<file path="src/rtl/arb_pkg.sv">
// Shared types and constants for the data-memory port arbiter.
package arb_pkg;

  // Arbiter FSM states.
  typedef enum logic [1:0] {
    StIdle,
    StIssue,
    StWaitRsp
  } arb_state_e;

  // Requester indices.
  localparam int unsigned REQ_CORE = 0;
  localparam int unsigned REQ_DBG  = 1;

  // Default response watchdog length in cycles.
  localparam int unsigned DEF_TIMEOUT_CYCLES = 256;

  // One-hot vector for a requester index.
  function automatic logic [1:0] req_onehot(input logic idx);
    return idx ? 2'b10 : 2'b01;
  endfunction

endpackage

</file>
<file path="src/rtl/rr_pick2.sv">
// Combinational two-way round-robin winner selection.
module rr_pick2
  import arb_pkg::*;
(
  input  logic [1:0] req,
  input  logic       last,
  output logic       valid,
  output logic       winner
);

  // A lone requester wins outright; on a tie the one not served last wins.
  always_comb begin
    valid  = |req;
    winner = 1'(REQ_CORE);
    if (req == 2'b11) begin
      winner = ~last;
    end else if (req[REQ_DBG]) begin
      winner = 1'(REQ_DBG);
    end
  end

endmodule

</file>
<file path="src/rtl/mem_port_arbiter.sv">
// Shares one data-memory port between the core load/store path (requester 0)
// and the debug system-bus path (requester 1). Round-robin, one outstanding
// transaction, with a response watchdog that answers with an error.
module mem_port_arbiter
  import arb_pkg::*;
#(
  parameter int unsigned ADDR_W         = 32,
  parameter int unsigned DATA_W         = 32,
  parameter int unsigned TIMEOUT_CYCLES = DEF_TIMEOUT_CYCLES
) (
  input  logic                       clk,
  input  logic                       rst,
  input  logic [1:0]                 req_i,
  input  logic [1:0]                 we_i,
  input  logic [1:0][ADDR_W-1:0]     addr_i,
  input  logic [1:0][DATA_W-1:0]     wdata_i,
  input  logic [1:0][DATA_W/8-1:0]   be_i,
  output logic [1:0]                 gnt_o,
  output logic [1:0]                 rsp_valid_o,
  output logic [DATA_W-1:0]          rsp_rdata_o,
  output logic                       rsp_err_o,
  output logic                       mem_req_o,
  output logic                       mem_we_o,
  output logic [ADDR_W-1:0]          mem_addr_o,
  output logic [DATA_W-1:0]          mem_wdata_o,
  output logic [DATA_W/8-1:0]        mem_be_o,
  input  logic                       mem_gnt_i,
  input  logic                       mem_rvalid_i,
  input  logic [DATA_W-1:0]          mem_rdata_i
);

  localparam logic [15:0] TimeoutLast = 16'(TIMEOUT_CYCLES - 1);

  arb_state_e  state_q;
  logic [15:0] cnt_q;
  logic        owner_q;
  logic        last_q;

  logic        pick_valid;
  logic        pick_winner;
  logic        busy;
  logic        rsp_ok;
  logic        timeout;
  logic        finish;

  rr_pick2 u_pick (
    .req    (req_i),
    .last   (last_q),
    .valid  (pick_valid),
    .winner (pick_winner)
  );

  // Completion decode: a real response always beats the watchdog.
  always_comb begin
    busy    = (state_q == StIssue) || (state_q == StWaitRsp);
    rsp_ok  = ((state_q == StIssue) && mem_req_o && mem_gnt_i && mem_rvalid_i) ||
              ((state_q == StWaitRsp) && mem_rvalid_i);
    timeout = busy && (cnt_q == TimeoutLast) && !rsp_ok;
    finish  = rsp_ok || timeout;
  end

  // FSM, command latch, watchdog and all registered outputs.
  always_ff @(posedge clk) begin
    if (rst) begin
      state_q     <= StIdle;
      cnt_q       <= '0;
      owner_q     <= 1'b0;
      last_q      <= 1'b1;
      gnt_o       <= '0;
      rsp_valid_o <= '0;
      rsp_rdata_o <= '0;
      rsp_err_o   <= 1'b0;
      mem_req_o   <= 1'b0;
      mem_we_o    <= 1'b0;
      mem_addr_o  <= '0;
      mem_wdata_o <= '0;
      mem_be_o    <= '0;
    end else begin
      gnt_o       <= '0;
      rsp_valid_o <= '0;
      rsp_rdata_o <= '0;
      rsp_err_o   <= 1'b0;
      if (busy) begin
        cnt_q <= cnt_q + 16'd1;
      end
      if (finish) begin
        mem_req_o   <= 1'b0;
        rsp_valid_o <= req_onehot(owner_q);
        rsp_err_o   <= timeout;
        rsp_rdata_o <= timeout ? '0 : mem_rdata_i;
        last_q      <= owner_q;
        state_q     <= StIdle;
      end else begin
        unique case (state_q)
          StIdle: begin
            if (pick_valid) begin
              gnt_o       <= req_onehot(pick_winner);
              owner_q     <= pick_winner;
              mem_we_o    <= we_i[pick_winner];
              mem_addr_o  <= addr_i[pick_winner];
              mem_wdata_o <= wdata_i[pick_winner];
              mem_be_o    <= be_i[pick_winner];
              cnt_q       <= '0;
              state_q     <= StIssue;
            end
          end
          StIssue: begin
            // First ISSUE cycle only raises the request; gnt counts once it is visible.
            if (!mem_req_o) begin
              mem_req_o <= 1'b1;
            end else if (mem_gnt_i) begin
              mem_req_o <= 1'b0;
              state_q   <= StWaitRsp;
            end
          end
          StWaitRsp: begin
            mem_req_o <= 1'b0;
          end
          default: begin
            state_q <= StIdle;
          end
        endcase
      end
    end
  end

endmodule

</file>
<file path="config.mk">
export PLATFORM = sky130hd
export DESIGN_NAME = mem_port_arbiter
export DESIGN_NICKNAME = d
export VERILOG_FILES = /design/src/rtl/arb_pkg.sv /design/src/rtl/rr_pick2.sv /design/src/rtl/mem_port_arbiter.sv
export SDC_FILE = /design/constraint.sdc
export NUM_CORES = 1
export LEC_CHECK = 0
export CAP_MARGIN = 0
export CORE_MARGIN = 5
export CORE_UTILIZATION = 38
export CTS_CLUSTER_DIAMETER = 30
export CTS_CLUSTER_SIZE = 12
export DETAILED_ROUTE_END_ITERATION = 10
export GPL_ROUTABILITY_DRIVEN = 0
export GPL_TIMING_DRIVEN = 0
export MAX_ROUTING_LAYER = met4
export PLACE_DENSITY_LB_ADDON = 0.25
export SLEW_MARGIN = 5
export SYNTH_ARGS = -nofsm -noshare
export SYNTH_HDL_FRONTEND = slang
export SYNTH_HIERARCHICAL = 1
export SYNTH_SLANG_ARGS = --single-unit
</file>
<file path="constraint.sdc">
create_clock -name clk -period 3.4 [get_ports clk]
set_clock_uncertainty 0.05 [all_clocks]
set_input_delay 0.68 -clock clk [delete_from_list [all_inputs] [get_ports clk]]
set_output_delay 0.68 -clock clk [all_outputs]
set_load 0.01 [all_outputs]
</file>
== Word-level counts from Yosys, hierarchy flattened ==
Cells that the tools add are included.
Word-level totals
  bits in registers: 127
  input port bits: 176
  output and inout bits: 107
  logic and storage cells: 69
Operators by class
  $add $sub $neg: 1
  order comparisons: 1
  equal/unequal tests: 7
  muxes and demuxes: 23
  bitwise gates (word level): 5
  reduce and logical (&&, ||, !) cells: 19
Operators with widths (number)
  2-to-1 mux 32 bit: 4
  2-to-1 mux 16 bit: 4
  adder 16 x 1 -> 16 bit, second input constant: 1
  equality test 16 x 8 -> 1 bit, second input constant: 1
  2-to-1 mux 2 bit: 5
  2-to-1 mux 4 bit: 2
  logical AND 1 bit: 6
  2-to-1 mux 1 bit: 6
  inequality test 2 bit, second input constant: 3
  case mux 2 bit (3 select lines): 1
  OR reduction 2 bit: 3
  inverter 1 bit: 5
  equality test 2 bit, second input constant: 2
  AND reduction 4 bit: 1
  OR reduction 4 bit: 1
  logical OR 1 bit: 3
  AND reduction 3 bit: 1
  OR reduction 3 bit: 1
  equality test 2 x 1 -> 1 bit, second input constant: 1
  zero test 2 bit: 1
  less-than comparator 1 x 2 -> 1 bit, second input constant: 1
  case mux 1 bit (2 select lines): 1
  nonzero test 2 bit: 1
  zero test 1 bit: 1

== Depth between registers and ports, before layout ==
  depth after elaboration: 10
  mapped depth: 9
  mapped depth without buffers: 6

== Cells and area by module ==
The synthesis kept the hierarchy.
Modules (own cells, without submodules)
  mem_port_arbiter: instances 1, cells each 512, area an instance 5510.3 sq um, sequential area each 2542.4 sq um
  rr_pick2: instances 1, cells each 2, area an instance 13.8 sq um, sequential area each 0.0 sq um

== Worst setup path before layout ==
OpenSTA, ideal clock, no wires.
  kind: reg2reg
  start point: register state_q[0]
  end point: register mem_addr_o[18]
  library setup time: 0.146 ns
  arrival time: 2.273 ns
  required time: 3.204 ns
  slack: 0.930 ns
  stages on the path, launching flop included: 10
  path buffers: 3
  period minus slack after synthesis: 2.470 ns
  path through: dfxtp_1 inv_1 ha_1 clkbuf_1 nand4_1 or4_4 buf_2 buf_2 a21oi_1 a211oi_2
On the way
  cells in the longest elaborated chain, start to end: 10
  elaborated cells on any way between the ends: 15
  those cells by class: eq/ne: 2; bitwise: 1; reduce/logical: 12
Ends and longest elaborated chain
  from (decl): line mem_port_arbiter.sv:34  | arb_state_e state_q;
  from (signal assigned): line mem_port_arbiter.sv:65  | state_q <= StIdle;
  from (signal assigned): line mem_port_arbiter.sv:92  | state_q <= StIdle;
  from (signal assigned): line mem_port_arbiter.sv:104  | state_q <= StIssue;
  equality test 2 x 1 -> 1 bit: line mem_port_arbiter.sv:55, mem_port_arbiter.sv:56
  logical AND 1 bit (3 in series): line mem_port_arbiter.sv:56  | rsp_ok = ((state_q == StIssue) && mem_req_o && mem_gnt_i && mem_rvalid_i) ||
  logical OR 1 bit: line mem_port_arbiter.sv:56
  zero test 1 bit: line mem_port_arbiter.sv:58  | timeout = busy && (cnt_q == TimeoutLast) && !rsp_ok;
  logical AND 1 bit: line mem_port_arbiter.sv:58
  logical OR 1 bit: line mem_port_arbiter.sv:59  | finish = rsp_ok || timeout;
  inverter 1 bit (no line)
  AND reduction 3 bit (no line) *
  to (signal assigned): line mem_port_arbiter.sv:100  | mem_addr_o <= addr_i[pick_winner];
  to (decl): line mem_port_arbiter.sv:24  | output logic [ADDR_W-1:0] mem_addr_o,
Every way passes the cells marked *; elsewhere a longest branch is shown, timed or not.
A chain may end at the register's enable or synchronous reset.

== Worst setup path in the final report ==
  start point: input req_i[1]
  end point: register mem_addr_o[11]
On the way
  cells in the longest elaborated chain, start to end: 4
  elaborated cells on any way between the ends: 7
  those cells by class: eq/ne: 1; mux: 4; reduce/logical: 2
Ends and longest elaborated chain
  from (decl): line mem_port_arbiter.sv:13  | input logic [1:0] req_i,
  equality test 2 bit or 2-to-1 mux 1 bit (tied branches): line rr_pick2.sv:15, rr_pick2.sv:17
  2-to-1 mux 1 bit *: line rr_pick2.sv:15  | if (req == 2'b11) begin
  net pick_winner: line mem_port_arbiter.sv:40  | logic pick_winner;
  2-to-1 mux 32 bit (not written as such) * (2 in series): line mem_port_arbiter.sv:100
Mark *: on every way through the listed nets, which the timed path passes. The rest lies on a longest branch. The select of a mux whose other input is x is not followed.

==> results.py <==
metrics = {
    "logic_synthesis": {
        "synth_ff_type": "dfxtp_1",
        "synth_nets": 696,
        "synth_edf_count": 0,
        "seq_area_frac_synth_pct": 46.02,
        "avgSynthCellArea_sq_um": 10.75,
        "yosysUniqueCellTypes": 32,
        "yosysWarnings": 6,
        "synth_area_sq_um": 5524,
        "synthArstFlopShare_pct": 0,
        "ys_seq_elements": 127,
        "syn_inst": 514,
    },
    "timing": {
        "worstMarginPinSlew_ns": 0.9409,
        "fin_crit_ns": 2.935,
        "fin_setup_tns_ns": 0,
        "max_freq_ghz": 0.3408,
        "setup_viol": 0,
        "layout_setup_ws_ns": 0.4654,
        "rsz0062_at_grt": "no",
        "hold_viol_final": 0,
        "finalCritPeriodShare_pct": 86.31,
        "max_slew_margin_pct": 37.27,
        "drv_slew": 0,
        "timing.hold.ws_ns": 0.4185,
    },
    "critical_path": {
        "crit_buf_inv": 3,
        "path_delay_family": "buffers and inverters",
        "worstPathArrival_ns": 3.15,
        "rr_worst_depth": 9,
        "startpoint_type": "input pin",
        "crit_chain": "clkdlybuf4s50_1 > a21boi_1 > clkbuf_1 > clkbuf_1 > mux2i_1 > a211oi_2",
        "cp-end-kind": "register",
        "cp_slowest_cell": "clkbuf_1",
        "required_ns": 3.61,
        "crit_type": "in2reg",
        "cpMostUsedCell": "clkbuf_1",
        "cp.depth": 6,
        "slowest_delay_ns": 0.77,
        "cp_max_fo": 10,
    },
    "power": {
        "p_per_area_nw_per_um2": 734.1,
        "power_switching_share_pct": 32.33,
        "pwr-share-seq_pct": 30.8,
        "p_leak_uw": 0.003340,
        "switchingPower_uw": 2181,
        "clkPwrFrac_pct": 28.2,
        "ir_worst_vdd_mv": 0.3707,
        "combPwrFrac_pct": 41.0,
        "internal_power_uw": 4564,
    },
    "clocking": {
        "clk_pin_slew_ns": 0.06,
        "cts.path.max_buffers": 2,
        "cts.repair.resized": 0,
        "cts_hold_buf": 0,
        "cts_tree": "built",
        "clock_sinks": 127,
        "numCtsBuffers": 17,
        "cts_setup_buffers": 0,
        "htree_levels": 4,
        "clkLatencyLatePin_ns": 0.41,
        "cts_root_buf": "clkbuf_16",
    },
    "layout": {
        "layout_commonest_cell": "clkdlybuf4s50_1",
        "layout_common_cells": "281 x clkdlybuf4s50_1, 127 x dfxtp_1, 73 x mux2i_1",
        "multiInputGateArea_sq_um": 2718,
        "area_growth_pct": 66.32,
        "final_area_sq_um": 9188,
        "fin_util_pct": 63.94,
        "regArea_sq_um": 2542,
        "nets": 996,
        "drive_gt1_share_pct": 13.92,
        "diodes": 0,
        "fillerInstances": 1105,
    },
    "drt": {
        "ant_nets": 0,
        "via_count": 5018,
        "drtIter0Drc": 229,
        "firstDrtPassIters": 4,
        "routed_wl_mm": 17.77,
        "drc": 0,
        "avgViaCountPerCell": 4.968,
        "routedWlPerCell_um": 17.59,
    },
    "floorplanning": {
        "row_count": 44,
        "die_area_sq_um": 17050,
        "ioPinCount": 283,
        "die_w_um": 130.6,
        "start_util_pct": 38.44,
        "die_h_um": 130.6,
        "core_area_sq_um": 14370,
    },
    "global_route": {
        "grt_pass1_vias": 5244,
        "grt_first_pass_wirelength_mm": 26.57,
        "overflow": 0,
        "grt_max_degree": 17,
        "antenna_found_initial": 0,
        "grt_use_total_pct": 20.66,
    },
    "placed_design": {
        "post_dp_cell_area_sq_um": 8567,
        "io_buffer_count": 281,
        "pre_cts_ws_ns": 0.1169,
        "dpl.hpwl_mm": 13.59,
    },
    "run": {
        "cap_violations": 0,
    },
    "min_path": {
        "hold_path_depth": 1,
        "min_path_type": "reg2reg",
    },
    "run_status": {
        "status": "finished clean",
    },
}
[cell type report]
type	instances	share of cell area (%)
Sequential cell	127	27.67
Clock inverter	11	1.784
Buffer	47	2.669
Inverter	5	0.2043
Tap cell	184	2.506
Multi-Input combinational cell	335	29.58
Timing Repair Buffer	281	30.61
Clock buffer	20	4.971
[metrics by stage]
| stage | total power (uW) | std cells |
|---|---|---|
| 2_1_floorplan | 3614 | 514 |
| 3_3_place_gp | 4789 | 979 |
| 3_5_place_dp | 4882 | 979 |
| 4_1_cts | 6815 | 1010 |
| 5_1_grt | 7105 | 1010 |
| 6_report | 6745 | 1010 |
[power groups by stage]
stage | logic [uW] | registers (uW) | clock network [uW]
6_report | 2770 | 2070 | 1900
5_1_grt | 2990 | 2120 | 2000
4_1_cts | 2810 | 2070 | 1930
3_5_place_dp | 2790 | 2100 | 0
3_3_place_gp | 2710 | 2080 | 0
2_1_floorplan | 1360 | 2250 | 0
[worst reg2reg max path, delay by kind of cell (launching register included)]
kind,cells,cell delay [ns]
fa+ha+maj,1,0.29
simple gates,2,0.92
buf+inv,4,0.84
flops,1,0.38
compound gates,2,0.28
[Yosys cell counts (2+ instances only)]
cell	number	area share (%)
a211oi_2	69	16
a21oi_1	70	6.3
a31oi_1	2	0.23
and2_1	33	3.7
buf_2	7	0.63
buf_6	8	1.6
clkbuf_1	31	2.1
dfxtp_1	127	46
ha_1	6	1.4
inv_1	5	0.34
mux2i_1	73	13
nand2_1	12	0.82
nand2b_1	2	0.23
nand4_1	6	0.68
nor2_1	22	1.5
nor3_1	6	0.54
nor4_1	6	0.68
or4_1	2	0.27
xnor2_1	11	1.7
xor2_1	4	0.63
[path summary, 6_finish.rpt]
| check | end | slack [ns] | startpoint |
|---|---|---|---|
| setup / recovery | mem_addr_o[11]$_SDFFE_PP0P_ | 0.47 | req_i[1] |
| hold / removal | rsp_valid_o[0]$_SDFF_PP0_ | 0.42 | owner_q$_SDFFE_PP0P_ |
| setup reg to reg | mem_wdata_o[20]$_SDFFE_PP0P_ | 0.50 | state_q[0]$_SDFFE_PP0P_ |
| hold reg to reg | rsp_valid_o[0]$_SDFF_PP0_ | 0.42 | owner_q$_SDFFE_PP0P_ |
[state kept, by name, indices dropped and copies added, names as in the netlist]
register and flops:
mem_addr_o 32, mem_wdata_o 32, rsp_rdata_o 32, cnt_q 16, mem_be_o 4, gnt_o 2
rsp_valid_o 2, state_q 2, last_q 1, mem_req_o 1, mem_we_o 1, owner_q 1
rsp_err_o 1
[layer usage]
layer | GRT usage (%) | vias up | routed length (um)
met4 | 5.566 | 0 | 274
met3 | 7.520 | 26 | 1690
li1 | - | 2459 | -
met2 | 36.72 | 215 | 9187
met5 | - | - | 0
met1 | 21.62 | 2318 | 6613
[kinds of logic (layout without fill, tap and decap cells)]
logic type               count (synthesis)  in the layout  synth area share, %
flip-flops                             127            127                46.02
AND/OR/NAND/NOR                         94             94                9.196
multiplexers                            73             73                13.23
XOR/XNOR                                15             15                2.378
adder cells (fa/ha/maj)                  6              6                1.359
AO/OA/AOI/OAI                          147            147                23.04
buffers and inverters                   52            364                4.779
Power figures use the tool's default switching activity.
